<file path="src/rtl/round_robin_timer_pkg.sv">
// Shared types and default constants for the round-robin quantum timer.
// Optional feature macro used elsewhere in this slice: RR_BLOCK_RESTART_EN.
package rr_timer_pkg;

    localparam int PID_W_DEF      = 5;
    localparam int QUANTUM_DEF    = 100;
    localparam int KERNEL_PID_DEF = 0;

    // Scheduler-facing state of the time slice
    typedef enum logic [1:0] {
        IDLE    = 2'd0,
        RUN     = 2'd1,
        EXPIRED = 2'd2
    } state_t;

endpackage

</file>
<file path="src/rtl/round_robin_timer_if.sv">
// Scheduler <-> timer signal bundle.
// The scheduler (master) drives Atv_Temp/Block/PID_in every cycle; the timer
// (slave) returns the registered effective PID. There is no valid/ready pair:
// every input is sampled on each rising clock edge and PID_out is valid at all
// times after reset.
interface round_robin_timer_if #(
    parameter int PID_W = rr_timer_pkg::PID_W_DEF
);
    logic             Atv_Temp;
    logic             Block;
    logic [PID_W-1:0] PID_in;
    logic [PID_W-1:0] PID_out;

    modport master (
        output Atv_Temp,
        output Block,
        output PID_in,
        input  PID_out
    );

    modport slave (
        input  Atv_Temp,
        input  Block,
        input  PID_in,
        output PID_out
    );
endinterface

</file>
<file path="src/rtl/round_robin_timer_quantum_counter.sv">
// Time-slice counter: counts enabled, non-held cycles from 0 to QUANTUM-1,
// pulses tc on the cycle that completes the slice and wraps back to 0.
// clear has priority over hold and enable.
module rr_quantum_counter #(
    parameter  int QUANTUM = rr_timer_pkg::QUANTUM_DEF,
    localparam int CW      = $clog2(QUANTUM)
) (
    input  logic          clk,
    input  logic          rst_n,
    input  logic          clear,
    input  logic          enable,
    input  logic          hold,
    output logic [CW-1:0] count,
    output logic          tc
);

    localparam logic [CW-1:0] LAST = CW'(QUANTUM - 1);

    logic [CW-1:0] count_q;
    logic [CW-1:0] count_d;

    // Next count and terminal-count pulse
    always_comb begin
        count_d = count_q;
        tc      = 1'b0;
        if (clear) begin
            count_d = '0;
        end else if (enable && !hold) begin
            if (count_q == LAST) begin
                count_d = '0;
                tc      = 1'b1;
            end else begin
                count_d = count_q + 1'b1;
            end
        end
    end

    // Count register
    always_ff @(posedge clk or negedge rst_n) begin
        if (!rst_n) begin
            count_q <= '0;
        end else begin
            count_q <= count_d;
        end
    end

    assign count = count_q;

endmodule

</file>
<file path="src/rtl/round_robin_timer.sv">
// Round-robin quantum timer: arms on Atv_Temp, counts the slice while the
// process is not blocked, and forces KERNEL_PID on expiry until re-armed.
// Optional build macro: RR_BLOCK_RESTART_EN -- when defined, Block in RUN
// clears the slice count so an I/O wait earns a fresh full quantum.
module round_robin_timer
    import rr_timer_pkg::*;
#(
    parameter  int PID_W      = PID_W_DEF,
    parameter  int QUANTUM    = QUANTUM_DEF,
    parameter  int KERNEL_PID = KERNEL_PID_DEF,
    localparam int CW         = $clog2(QUANTUM)
) (
    input  logic                  clk,
    input  logic                  reset,
    round_robin_timer_if.slave    bus,
    output state_t                state_o,
    output logic [CW-1:0]         count_o
);

    localparam logic [PID_W-1:0] KPID = PID_W'(KERNEL_PID);

    state_t           state_q;
    state_t           state_d;
    logic [PID_W-1:0] pid_out_q;
    logic [PID_W-1:0] pid_out_d;

    logic          in_run;
    logic          cnt_clear;
    logic          cnt_tc;
    logic [CW-1:0] cnt_value;

    assign in_run = (state_q == RUN);

`ifdef RR_BLOCK_RESTART_EN
    assign cnt_clear = bus.Atv_Temp | (in_run & bus.Block);
`else
    assign cnt_clear = bus.Atv_Temp;
`endif

    rr_quantum_counter #(
        .QUANTUM (QUANTUM)
    ) u_counter (
        .clk    (clk),
        .rst_n  (reset),
        .clear  (cnt_clear),
        .enable (in_run),
        .hold   (bus.Block),
        .count  (cnt_value),
        .tc     (cnt_tc)
    );

    // State register
    always_ff @(posedge clk or negedge reset) begin
        if (!reset) begin
            state_q <= IDLE;
        end else begin
            state_q <= state_d;
        end
    end

    // Next state: arming wins everywhere; expiry only from an unblocked RUN
    always_comb begin
        state_d = state_q;
        if (bus.Atv_Temp) begin
            state_d = RUN;
        end else if (in_run && cnt_tc) begin
            state_d = EXPIRED;
        end
    end

    // Output decode: PID follows the state being entered, so expiry is visible right after the expiring edge
    always_comb begin
        pid_out_d = bus.PID_in;
        if (state_d == EXPIRED) begin
            pid_out_d = KPID;
        end
    end

    // Effective PID register
    always_ff @(posedge clk or negedge reset) begin
        if (!reset) begin
            pid_out_q <= KPID;
        end else begin
            pid_out_q <= pid_out_d;
        end
    end

    assign bus.PID_out = pid_out_q;
    assign state_o     = state_q;
    assign count_o     = cnt_value;

endmodule

</file>
<file path="src/flat_wrapper.sv">
// flat-port wrapper written by rule: the top's interface ports become plain ports
module round_robin_timer_flat import rr_timer_pkg::*;
#(
    parameter  int PID_W      = PID_W_DEF,
    parameter  int QUANTUM    = QUANTUM_DEF,
    parameter  int KERNEL_PID = KERNEL_PID_DEF,
    localparam int CW         = $clog2(QUANTUM)
)
  (clk, reset, state_o, count_o, bus_Atv_Temp, bus_Block, bus_PID_in, bus_PID_out);
  round_robin_timer_if #(.PID_W(PID_W)) bus_i ();
  input  logic clk;
  input  logic reset;
  output state_t state_o;
  output logic [CW-1:0] count_o;
  input wire logic [$bits(bus_i.Atv_Temp)-1:0] bus_Atv_Temp;
  input wire logic [$bits(bus_i.Block)-1:0] bus_Block;
  input wire logic [$bits(bus_i.PID_in)-1:0] bus_PID_in;
  output wire logic [$bits(bus_i.PID_out)-1:0] bus_PID_out;
  assign bus_i.Atv_Temp = bus_Atv_Temp;
  assign bus_i.Block = bus_Block;
  assign bus_i.PID_in = bus_PID_in;
  assign bus_PID_out = bus_i.PID_out;
  round_robin_timer #(.PID_W(PID_W), .QUANTUM(QUANTUM), .KERNEL_PID(KERNEL_PID)) u_core (.clk(clk), .reset(reset), .bus(bus_i), .state_o(state_o), .count_o(count_o));
endmodule
</file>
<file path="config.mk">
export PLATFORM = sky130hd
export DESIGN_NAME = round_robin_timer_flat
export DESIGN_NICKNAME = d
export VERILOG_FILES = /design/src/rtl/round_robin_timer_pkg.sv /design/src/rtl/round_robin_timer_if.sv /design/src/rtl/round_robin_timer_quantum_counter.sv /design/src/rtl/round_robin_timer.sv /design/src/flat_wrapper.sv
export SDC_FILE = /design/constraint.sdc
export NUM_CORES = 1
export LEC_CHECK = 0
export CORE_MARGIN = 2
export CORE_UTILIZATION = 39
export CTS_CLUSTER_SIZE = 10
export DETAILED_ROUTE_END_ITERATION = 8
export PLACE_DENSITY_LB_ADDON = 0.1
export SYNTH_ARGS = -nofsm -noshare
export SYNTH_HDL_FRONTEND = slang
export SYNTH_SLANG_ARGS = --single-unit
</file>
<file path="constraint.sdc">
create_clock -name clk -period 1.59 [get_ports clk]
set_input_delay 0.159 -clock clk [delete_from_list [all_inputs] [get_ports clk]]
set_output_delay 0.159 -clock clk [all_outputs]
set_load 0.02 [all_outputs]
</file>
==> impl_metrics.env, run 1 <==
export IMPL_nets=115
export IMPL_synth_most_common_cell="dfrtp_1"
export IMPL_start_kind="flip-flop"
export IMPL_cp_depth=5
export IMPL_finalSetupViolCount=7
export IMPL_fin_ws_ns=-0.0968
export IMPL_clock_skew_ns=0.00262
export IMPL_rsz0062_at_grt="true"
export IMPL_grt_busiest_layer="met2"
export IMPL_stdcell_count=120
export IMPL_root_buffer="clkbuf_4"
export IMPL_cts_tree="done"
export IMPL_cts_hold_buf=0
export IMPL_routabilityCongestion=0.850
export IMPL_cts_max_path_buffers=2
export IMPL_syn_inst=61
export IMPL_critPathMaxStageDelay_ns=0.55
export IMPL_grt_first_pass_wirelength_um=2680
export IMPL_fmax_ghz=0.593
export IMPL_dp_cells=115
export IMPL_tightestPinTransition_ns=0.353
export IMPL_rr_startpoint="u_core.u_counter.count[1]"
export IMPL_dp_slack_ns=-0.366
export IMPL_ys_types=26
export IMPL_grt_overflow=0
export IMPL_slew_violations=0
export IMPL_path_delay_family="simple AND/OR/NAND/NOR gates"
export IMPL_worstSkewPairLatency_ns=0.27
export IMPL_required_ns=1.75
export IMPL_critPathBufInv=0
export IMPL_r2r_cells=5
export IMPL_fin_crit_sh_pct=106
export IMPL_synth_common_cells="dfrtp_1 (14), a21oi_1 (7), nand2_1 (6)"
export IMPL_hold_viol_final=0
export IMPL_drt_total_wl_um=1560
export IMPL_rows=14
export IMPL_core_region_area_sq_um=1560
export IMPL_dp_hpwl_um=1270
export IMPL_yosys_warnings=0
export IMPL_violations="setup timing"
export IMPL_grt_pass1_vias=626
export IMPL_synth_top_cell_area_share_pct=52.1
export IMPL_run_status="complete, but fails checks"
export IMPL_dr_total_vias=614
export IMPL_fin_crit_ns=1.69
export IMPL_via_per_inst=5.12
export IMPL_io_buffers=22
export IMPL_maxCapViolCount=0
export IMPL_synth_yosys_seq_area_share_pct=52.1
export IMPL_diodes=0
export IMPL_synthDominantAreaCellType="dfrtp_1"
export IMPL_r2r_setup_slack_ns=-0.1
export IMPL_crit_start="u_core.u_counter.count[1]"
export IMPL_tns_ns=-0.559
export IMPL_grt_max_degree=15
export IMPL_die_h_um=45.5
export IMPL_hp_class="primary input to asynchronous set/reset pin"
export IMPL_avgSynthCellArea_sq_um=11.0
export IMPL_clk_pin_slew_ns=0.08
export IMPL_syn_to_final_growth_pct=63.1
export IMPL_ys_async_sr_fraction_pct=100
export IMPL_crit_chain="ha_4 > nand4b_1 > or4_4 > a21oi_4 > nor2b_2"
export IMPL_cts_htree_levels=1
export IMPL_crit_type="flip-flop to flip-flop"
export IMPL_clkSinkCount=14
export IMPL_end_kind="flip-flop"
export IMPL_die_w_um=45.5
export IMPL_ant_nets=0
export IMPL_synth_fp_nets=71
export IMPL_p_leak_nw=0.523
export IMPL_fillers=117
export IMPL_final_core_utilization_pct=70.3
export IMPL_cp_max_fo=5
export IMPL_drc=0
export IMPL_arrival_ns=1.84
export IMPL_cts_buffers=3
export IMPL_use_met3_pct=7.14
export IMPL_dieArea_sq_um=2070
export IMPL_dr_pass1_iters=3
export IMPL_syn_area_sq_um=672
export IMPL_drtIter0Drc=6
export IMPL_max_slew_margin_pct=76.4
export IMPL_cp_slowest_cell="or4_4"
export IMPL_grt_util_all_layers_pct=18.6
export IMPL_met2_usage_pct=29.6
export IMPL_endpoint="u_core.bus.PID_out[0]"
export IMPL_ys_seq_elements=14
export IMPL_antenna_found_initial=0
export IMPL_wl_per_cell_um=13.0
export IMPL_synth_edf_count=0
export IMPL_ys_flop_type="dfrtp_1"
export IMPL_synthTopCellsByArea="dfrtp_1 (52%), nor2b_2 (6.5%), a21oi_1 (5.2%)"
export IMPL_ir_drop_mv=0.532
export IMPL_power_density_nw_per_um2=623
export IMPL_reg2reg_to="u_core.bus.PID_out[0]"
export IMPL_ios=23
export IMPL_initial_utilization_pct=43.1
export IMPL_layout_drive_gt1_share_pct=34.6
export IMPL_grt_use_met1_pct=23.3
timing repair:
action,in CTS,in global routing
resized for setup,2,4
pin swaps,2,0
cloned,0,0
buffers inserted,1,0
setup endpoints to repair,6,11
logic make-up (layout without fill, tap and decap cells):
group	count (synthesis)	after routing	share of synthesized area, %
simple gates	31	31	30.5
flops	14	14	52.1
compound gates	11	11	11.5
xor+xnor	2	2	2.61
buf+inv	2	45	1.30
fa+ha+maj	1	1	1.86
placed cells by master, fill, tap and decap left out, types with 2 or more instances in the layout:
master / instances
dfrtp_1: 10
buf_4: 18
or3_1: 2
nand4_1: 3
clkbuf_4: 3
dlymetal6s2s_1: 4
clkdlybuf4s50_1: 18
nand2_1: 6
nor3_1: 2
nor2b_2: 5
nor2_1: 3
xor2_1: 2
a21oi_1: 7
dfrtp_2: 4
area by class of cell:
class	instances	area, sq um	share of cell area, %
inverter	1	3.75	0.342
multi-input combinational	45	325	29.7
clock buffer	4	26.3	2.40
timing repair buffer	40	365	33.3
tap	16	20.0	1.83
sequential	14	355	32.4
registers in the layout, summed over array words and instances (netlist names):
name and flops:
u_core.state_o 2, u_core.bus.PID_out 5, u_core.u_counter.count 7
how the worst min path moves through the flow:
stage	to	cells after the start	slack, ns	start
3_3_place_gp	u_core.u_counter.count[2]	2	0.49	reset
2_1_floorplan	u_core.bus.PID_out[0]	0	-0.14	reset
5_1_grt	u_core.bus.PID_out[3]	2	0.19	reset
6_report	u_core.bus.PID_out[3]	2	0.19	reset
4_1_cts	u_core.bus.PID_out[3]	2	0.18	reset
3_5_place_dp	u_core.bus.PID_out[2]	2	0.49	reset
routing by layer:
layer	wire length, um	vias to the layer above	part of all wire (%)
met2	773	15	49
met1	703	289	45
met3	77	2	4.9
met5	0	-	0
li1	-	308	-
met4	9	0	0.58
power by group:
part	total [mW]	switching, mW	leakage, nW	internal, mW
Combinational	0.111	0.0484	0.335	0.0624
Clock	0.200	0.102	0.0150	0.0972
Sequential	0.372	0.00560	0.173	0.367
through the flow:
step | hold slack (ns) | total power, mW | area [sq um]
detailed placement | 0.491 | 0.490 | 1040
finish | 0.186 | 0.683 | 1100
global placement | 0.487 | 0.487 | 1040
floorplan | -0.137 | 0.418 | 677
global route | 0.190 | 0.724 | 1100
CTS | 0.183 | 0.697 | 1090
Power figures use the tool's default switching activity.
==> run 2, diff against run 1 <==
--- a/config.mk
+++ b/config.mk
@@ -5,11 +5,12 @@
 export SDC_FILE = /design/constraint.sdc
 export NUM_CORES = 1
 export LEC_CHECK = 0
-export CORE_MARGIN = 2
-export CORE_UTILIZATION = 39
+export CORE_AREA = 2 2 39 41
 export CTS_CLUSTER_SIZE = 10
 export DETAILED_ROUTE_END_ITERATION = 8
-export PLACE_DENSITY_LB_ADDON = 0.1
+export DIE_AREA = 0 0 41 43
+export DONT_BUFFER_PORTS = 1
+export PLACE_DENSITY = 0.74
 export SYNTH_ARGS = -nofsm -noshare
 export SYNTH_HDL_FRONTEND = slang
 export SYNTH_SLANG_ARGS = --single-unit
==> run 2 against run 1 <==
Against the previous run: the flow still finishes with violations (setup timing); sequential power rose by 2%; utilization down 8.1 points; register-to-register slack gained 0.03 ns; non-clock buffer count decreased by 25; largest cell class is now sequential cells; highest routed layer unchanged.
==> impl_metrics.env, run 2 (synthesis gave the netlist of run 1 again) <==
export IMPL_final_common_cell="buf_4"
export IMPL_hold_viol_final=0
export IMPL_grt_max_degree=15
export IMPL_die_h_um=43
export IMPL_hold_end="u_core.bus.PID_out[0]"
export IMPL_drc=0
export IMPL_ant_nets=0
export IMPL_clock_skew_ns=0.00536
export IMPL_maxCapViolCount=0
export IMPL_hp_class="primary input to flip-flop"
export IMPL_grt_overflow=0
export IMPL_dp_hpwl_um=1040
export IMPL_grt_pass1_vias=504
export IMPL_routabilityCongestion=0.712
export IMPL_wl_per_cell_um=15.0
export IMPL_cts_htree_levels=1
export IMPL_required_ns=1.75
export IMPL_fmax_ghz=0.603
export IMPL_p_leak_nw=0.362
export IMPL_dieArea_sq_um=1760
export IMPL_holdWs_ns=0.0144
export IMPL_arrival_ns=1.82
export IMPL_cts_tree="done"
export IMPL_io_buffers=0
export IMPL_drtIter0Drc=8
export IMPL_rsz0062_at_grt="true"
export IMPL_cp_slowest_cell="or4_4"
export IMPL_min_delay_path_depth=1
export IMPL_cts_buffers=3
export IMPL_finalSetupViolCount=5
export IMPL_largest_reg_flops=7
export IMPL_grt_first_pass_wirelength_um=2170
export IMPL_dr_total_vias=531
export IMPL_clkSinkCount=14
export IMPL_layout_drive_gt1_share_pct=39.2
export IMPL_via_per_inst=5.59
export IMPL_cts_max_path_buffers=2
export IMPL_mostFrequentLayoutCells="buf_4 (12), dfrtp_1 (10), a21oi_1 (7)"
export IMPL_hp_start="bus_PID_in[0]"
export IMPL_clk_pin_slew_ns=0.08
export IMPL_fin_crit_ns=1.66
export IMPL_grt_util_all_layers_pct=18.7
export IMPL_post_dp_cell_area_sq_um=782
export IMPL_final_area_sq_um=861
export IMPL_critPathMaxStageDelay_ns=0.46
export IMPL_die_w_um=41
export IMPL_antenna_found_initial=0
export IMPL_diodes=0
export IMPL_drt_total_wl_um=1420
export IMPL_tightestPinTransition_ns=0.615
export IMPL_cp_max_fo=5
export IMPL_r2r_cells=4
export IMPL_reg2reg_to="u_core.bus.PID_out[1]"
export IMPL_syn_to_final_growth_pct=28.1
export IMPL_dp_slack_ns=-0.0854
export IMPL_violations="setup timing"
export IMPL_root_buffer="clkbuf_4"
export IMPL_dr_pass1_iters=4
export IMPL_rows=14
export IMPL_crit_type="flip-flop to flip-flop"
export IMPL_critPathBufInv=0
export IMPL_run_status="complete, but fails checks"
export IMPL_worstSkewPairLatency_ns=0.28
export IMPL_fin_ws_ns=-0.0688
export IMPL_path_delay_family="simple AND/OR/NAND/NOR gates"
export IMPL_slew_violations=0
export IMPL_core_region_area_sq_um=1380
export IMPL_max_slew_margin_pct=58.9
export IMPL_crit_chain="or3b_4 > or4_4 > a21oi_4 > nor2b_2"
export IMPL_final_core_utilization_pct=62.2
export IMPL_post_cts_buffers=0
export IMPL_ios=23
export IMPL_start_kind="flip-flop"
export IMPL_nets=90
export IMPL_fin_crit_sh_pct=104
export IMPL_end_kind="flip-flop"
export IMPL_ir_drop_mv=0.651
export IMPL_initial_utilization_pct=48.6
export IMPL_r2r_setup_slack_ns=-0.07
export IMPL_power_density_nw_per_um2=804
export IMPL_rr_startpoint="u_core.state_o[1]"
[run 2: stage by stage]
step / power (mW) / setup TNS [ns] / instances
2_1_floorplan: 0.418 / -0.720 / 61
5_1_grt: 0.727 / -0.510 / 95
3_5_place_dp: 0.430 / -0.394 / 88
6_report: 0.692 / -0.320 / 95
3_3_place_gp: 0.430 / -0.223 / 88
4_1_cts: 0.699 / -0.347 / 94
[run 2: worst reg2reg max path: cells and delay by family, from the launching register on]
| kind | cells | cell delay, ns |
|---|---|---|
| AND/OR/NAND/NOR | 3 | 0.89 |
| flip-flops | 1 | 0.41 |
| AO/OA/AOI/OAI | 1 | 0.24 |
[run 2: worst max-delay path by stage]
stage	from	endpoint	cells after the start
after floorplan	u_core.state_o[1]	u_core.bus.PID_out[0]	4
after global placement	u_core.state_o[1]	u_core.bus.PID_out[2]	4
after detailed placement	u_core.state_o[1]	u_core.bus.PID_out[1]	4
after CTS	u_core.state_o[1]	u_core.bus.PID_out[1]	4
after global routing	u_core.state_o[1]	u_core.bus.PID_out[0]	4
final	u_core.state_o[1]	u_core.bus.PID_out[1]	4
[run 2: power breakdown]
part	internal (mW)	total (mW)	switching [mW]
logic	0.0276	0.0603	0.0327
clock network	0.139	0.251	0.111
registers	0.367	0.381	0.0146
total	0.533	0.692	0.159
[run 2: what timing repair did]
item                                   4_1_cts  5_1_grt
setup endpoints to repair                    5        6
cloned                                       0        0
hold buffers                                 2        1
gates resized for setup                      0        2
pin swaps                                    1        0
endpoints found under the hold margin       22        1
[run 2: final cells by class]
type / count / area, sq um
fillers: 122 / 523
flip-flops and latches: 14 / 355
multi-input cells: 45 / 325
repair buffers: 15 / 120
clock buffers: 4 / 36.3
well taps: 16 / 20.0
inverters: 1 / 3.75
[run 2: per-layer routing]
layer / global-route usage, % / vias up / routed length [um]
li1: - / 253 / -
met1: 27.0 / 245 / 602
met2: 25.9 / 31 / 681
met3: 4.71 / 2 / 132
met4: 8.00 / 0 / 7
met5: 0 / - / 0
